===== src/rtl/fme_pkg.sv =====
// Shared constants and state encoding for the fractional motion-estimation clip path.
package fme_pkg;

   localparam int unsigned DATAWIDTH = 8;
   localparam int unsigned FILL_ROWS = 7;
   localparam int unsigned MAX_ROWS  = 16;
   localparam int unsigned ROW_W     = 5;

   typedef enum logic [1:0] {
      ST_IDLE  = 2'd0,
      ST_FILL  = 2'd1,
      ST_RUN   = 2'd2,
      ST_DRAIN = 2'd3
   } fme_state_e;

endpackage


===== src/rtl/fme_clip_ctrl.sv =====
// Row sequencer for the interpolation clip stage: primes the filter, tags output rows,
// honours sink backpressure and reports block completion.
module fme_clip_ctrl #(
   parameter int unsigned MAX_ROWS  = fme_pkg::MAX_ROWS,
   parameter int unsigned FILL_ROWS = fme_pkg::FILL_ROWS,
   parameter int unsigned ROW_W     = fme_pkg::ROW_W
) (
   input  logic             clock,
   input  logic             reset_n,
   input  logic             start,
   input  logic [ROW_W-1:0] blk_h,
   input  logic             abort,
   input  logic             src_valid,
   output logic             src_ready,
   output logic             clip_enable,
   output logic             out_valid,
   output logic [ROW_W-1:0] out_row,
   input  logic             dst_ready,
   output logic             busy,
   output logic             done
);

   import fme_pkg::*;

   // Index of the last priming row; unused when there are no priming rows.
   localparam logic [ROW_W-1:0] FILL_LAST = (FILL_ROWS == 0) ? '0 : ROW_W'(FILL_ROWS - 1);
   localparam logic [ROW_W-1:0] MAX_H     = ROW_W'(MAX_ROWS);

   fme_state_e       state_q, state_d;
   logic [ROW_W-1:0] cnt_q, cnt_d;
   logic [ROW_W-1:0] h_q, h_d;
   logic             out_valid_q, out_valid_d;
   logic [ROW_W-1:0] out_row_q, out_row_d;
   logic             done_q, done_d;
   logic [ROW_W-1:0] h_clamp;

   // Handshake towards the fetcher and the clip stage enable.
   always_comb begin
      src_ready   = ((state_q == ST_FILL) || (state_q == ST_RUN)) && (!out_valid_q || dst_ready);
      clip_enable = src_valid && src_ready;
      h_clamp     = (blk_h > MAX_H) ? MAX_H : blk_h;
   end

   // Next-state, row counter and output-tag logic.
   always_comb begin
      state_d     = state_q;
      cnt_d       = cnt_q;
      h_d         = h_q;
      out_valid_d = out_valid_q;
      out_row_d   = out_row_q;
      done_d      = 1'b0;

      if (abort && (state_q != ST_IDLE)) begin
         state_d     = ST_IDLE;
         cnt_d       = '0;
         out_valid_d = 1'b0;
         out_row_d   = '0;
      end else begin
         case (state_q)
            ST_IDLE: begin
               if (start) begin
                  if (h_clamp == '0) begin
                     done_d = 1'b1;
                  end else begin
                     h_d     = h_clamp;
                     cnt_d   = '0;
                     state_d = (FILL_ROWS == 0) ? ST_RUN : ST_FILL;
                  end
               end
            end
            ST_FILL: begin
               if (out_valid_q && dst_ready) begin
                  out_valid_d = 1'b0;
               end
               if (clip_enable) begin
                  if (cnt_q == FILL_LAST) begin
                     state_d = ST_RUN;
                     cnt_d   = '0;
                  end else begin
                     cnt_d = cnt_q + ROW_W'(1);
                  end
               end
            end
            ST_RUN: begin
               if (clip_enable) begin
                  out_valid_d = 1'b1;
                  out_row_d   = cnt_q;
                  cnt_d       = cnt_q + ROW_W'(1);
                  if (cnt_q == (h_q - ROW_W'(1))) begin
                     state_d = ST_DRAIN;
                  end
               end else if (dst_ready) begin
                  out_valid_d = 1'b0;
               end
            end
            ST_DRAIN: begin
               if (!out_valid_q || dst_ready) begin
                  state_d     = ST_IDLE;
                  out_valid_d = 1'b0;
                  done_d      = 1'b1;
               end
            end
            default: state_d = ST_IDLE;
         endcase
      end
   end

   // State and output registers.
   always_ff @(posedge clock or negedge reset_n) begin
      if (!reset_n) begin
         state_q     <= ST_IDLE;
         cnt_q       <= '0;
         h_q         <= '0;
         out_valid_q <= 1'b0;
         out_row_q   <= '0;
         done_q      <= 1'b0;
      end else begin
         state_q     <= state_d;
         cnt_q       <= cnt_d;
         h_q         <= h_d;
         out_valid_q <= out_valid_d;
         out_row_q   <= out_row_d;
         done_q      <= done_d;
      end
   end

   assign out_valid = out_valid_q;
   assign out_row   = out_row_q;
   assign busy      = (state_q != ST_IDLE);
   assign done      = done_q;

endmodule


===== config.mk =====
export PLATFORM = sky130hd
export DESIGN_NAME = fme_clip_ctrl
export DESIGN_NICKNAME = d
export VERILOG_FILES = /design/src/rtl/fme_pkg.sv /design/src/rtl/fme_clip_ctrl.sv
export SDC_FILE = /design/constraint.sdc
export NUM_CORES = 1
export LEC_CHECK = 0
export BUFFER_PORTS_ARGS = -buffer_cell sky130_fd_sc_hd__buf_2
export CORE_ASPECT_RATIO = 1.2
export CORE_MARGIN = 10
export CORE_UTILIZATION = 30
export CTS_BUF_LIST = sky130_fd_sc_hd__clkbuf_16
export DETAILED_ROUTE_END_ITERATION = 8
export HOLD_SLACK_MARGIN = 0.12
export PLACE_DENSITY = 0.52
export SLEW_MARGIN = 20
export SYNTH_ARGS = -nofsm -noshare
export SYNTH_HDL_FRONTEND = slang
export SYNTH_SLANG_ARGS = --single-unit

===== constraint.sdc =====
create_clock -name clock -period 1.91 [get_ports clock]
set_input_delay 0.191 -clock clock [delete_from_list [all_inputs] [get_ports clock]]
set_output_delay 0.191 -clock clock [all_outputs]
set_load 0.03 [all_outputs]

==> reports/qor.yml <==
synth:
  synth_ff_type: "dfrtp_1"
  synth_edf_count: 0
  async_flop_share: 1.00
  ys_seq_area_frac: 0.386
  synth.avg_cell_area_sq_um: 9.62
  synth-seq-cells: 19
  netlist_area_sq_mm: 0.00123
  ys_types: 42
  synthCells: 128
  yosysWarnings: 0
  synth_nets: 147
drt:
  drcViolationCount: 0
  drtIter0Drc: 49
  antenna_left: 0
  via_per_inst: 4.78
  via_count: 1018
  wire_per_inst_microns: 13.0
  wirelength_microns: 2770
  drt_pass1_iterations: 4
power:
  ir_worst_vdd_mv: 0.599
  clkPwrFrac: 0.174
  seqPwrFrac: 0.234
  pwr_density_cell_mw_per_mm2: 1600
  p_leak_nw: 0.760
  intPower_w: 0.00145
  power.switching_w: 0.00107
  switching_share: 0.426
  combPwrFrac: 0.591
timing:
  max-slew-margin-rel: 0.711
  fmax_mhz: 544
  worst_slew_pin_slew_ps: 434
  post-route-period-util: 0.962
  min_period_ps: 1840
  rsz0062_at_grt: "yes"
  hold_viol: 0
  final.setup_skew_ps: 3.07
  slew_violations: 0
  setup_tns_ps: 0
  setup_viol: 0
placed_design:
  place.gp.congestion: 0.866
  hpwl_microns: 2220
  port_buffers: 20
clocking:
  numCtsBuffers: 3
  htreeDepth: 1
  clkSinkCount: 19
  path_clk_slew_ps: 60
  clock_latency_ps: 260
  cts_tree: "built"
  clk_path_buf_depth: 2
  clock-root-buffer: "clkbuf_16"
layout:
  fillers: 408
  layout_commonest_cell: "buf_2"
  layout-drive-gt1-share: 0.277
  syn2layout_area_growth_pct: 27.7
  fin_util: 0.399
  layout_common_cells: "buf_2, dfrtp_1, nand2_1"
  antenna_cells: 0
  nets: 179
floorplan:
  start_util: 0.312
  io_pins: 21
  die-area_sq_mm: 0.00708
  fp.dieH_microns: 90.2
  die_x_microns: 78.5
  core_sq_mm: 0.00394
  row_count: 25
critical_path:
  path_cells: "inv_2 -> ha_4 -> nand2_1 -> o221ai_4 -> o21ai_4 -> or4_1 -> o211ai_1"
  endpoint_kind: "register"
  r2r_end: "cnt_q[4]"
  cp_slowest_cell: "dfrtp_1"
  cp.arrival_ps: 2010
  crit_required_ps: 2080
  slowest_delay_ps: 410
  r2r_slack_ps: 70
  startpoint_type: "register"
  path_class: "reg -> reg"
  path_max_fanout: 8
  r2r-start: "state_q[1]"
  r2r_cells: 7
global_route:
  grt_first_pass_wirelength_microns: 4810
  grt_usage: 0.0823
  antenna_found_initial: 0
  grt_max_degree: 20
  overflow: 0
  grt_pass1_vias: 1050
hold_path:
  hold_path.class: "in -> reg"
  holdPathEnd: "h_q[1]"
  min_from: "blk_h[1]"
  worstHoldPathCells: 3
status:
  status: "completed"
flow_run:
  cap_violations: 0
[power by group through the flow]
stage / registers (W) / logic, W / clock network [W]
global route: 0.000610 / 0.00165 / 0.000458
finish: 0.000591 / 0.00149 / 0.000440
floorplan: 0.000659 / 0.00103 / 0
CTS: 0.000590 / 0.00147 / 0.000444
global placement: 0.000592 / 0.00145 / 0
detailed placement: 0.000597 / 0.00146 / 0
[synthesized netlist by cell type (2+ instances only)]
| cell | instances | share of area |
|---|---|---|
| xnor2_1 | 4 | 0.028 |
| o21ai_0 | 7 | 0.028 |
| nand3_1 | 6 | 0.024 |
| dfrtp_1 | 19 | 0.39 |
| a21oi_1 | 4 | 0.016 |
| ha_1 | 8 | 0.081 |
| inv_1 | 12 | 0.037 |
| nor3_1 | 2 | 0.0081 |
| nor2_1 | 7 | 0.021 |
| nand2b_1 | 4 | 0.020 |
| nand3b_1 | 2 | 0.012 |
| mux2i_1 | 6 | 0.049 |
| nor2b_1 | 2 | 0.010 |
| nand2_1 | 14 | 0.043 |
| xor2_1 | 2 | 0.014 |
| a22o_1 | 3 | 0.021 |
[logic make-up after synthesis]
family | share of synthesized area
and+or+nand+nor | 0.185
DFF | 0.386
muxes | 0.0610
xor gates and xnor gates | 0.0610
adders and majority gates | 0.0813
buffers and inverters | 0.0478
AOI/OAI and AO/OA | 0.178
[worst max-delay path by stage]
stage	startpoint	endpoint	slack, ps
6_report	state_q[1]	cnt_q[4]	70
5_1_grt	state_q[1]	cnt_q[4]	-20
4_1_cts	state_q[1]	cnt_q[4]	10
3_5_place_dp	state_q[1]	cnt_q[4]	20
3_3_place_gp	state_q[1]	cnt_q[4]	70
2_1_floorplan	state_q[0]	cnt_q[4]	60
[per-layer routing]
layer,global-route usage,wire (microns),vias to the layer above
met5,0,0,-
met1,0.0979,1260,476
met4,0.0269,27,0
met3,0.0279,158,2
met2,0.134,1320,24
li1,-,-,516
[metrics by stage]
stage	hold slack [ps]	cells	setup WS [ps]	instance area (sq um)	total power (W)
after floorplan	-105	128	56.0	1250	0.00169
after global placement	164	208	73.7	1470	0.00205
after detailed placement	162	208	23.1	1470	0.00206
after CTS	192	213	12.0	1550	0.00251
after global routing	207	213	-16.2	1570	0.00272
final	188	213	72.9	1570	0.00252
[state kept, by name (all words and copies together) (netlist names)]
name,flops
cnt_q,5
h_q,5
out_row,5
state_q,2
done,1
out_valid,1
[area by class of cell]
| cell class | instances | area [sq um] | share of cell area |
|---|---|---|---|
| sequential | 19 | 475 | 0.302 |
| clock inverter | 1 | 3.75 | 0.00239 |
| tap | 54 | 67.6 | 0.0430 |
| inverter | 12 | 45.0 | 0.0286 |
| clock buffer | 3 | 75.1 | 0.0477 |
| timing repair buffer | 30 | 178 | 0.113 |
| multi-input combinational | 94 | 728 | 0.463 |
[what timing repair did]
action                                  4_1_cts  5_1_grt
gates resized for setup                       0        3
hold buffers                                  1        0
endpoints found under the setup margin        0        6
endpoints found under the hold margin        19        0
buffers inserted                              0        0
[worst max-delay path: cells and delay by family (launching register included)]
family | cells | cell delay, ps
AO/OA/AOI/OAI | 3 | 440
adder cells (fa/ha/maj) | 1 | 310
AND/OR/NAND/NOR | 2 | 510
flip-flops | 1 | 410
buffers and inverters | 1 | 90
No activity file was read; power rests on OpenSTA's default activity.
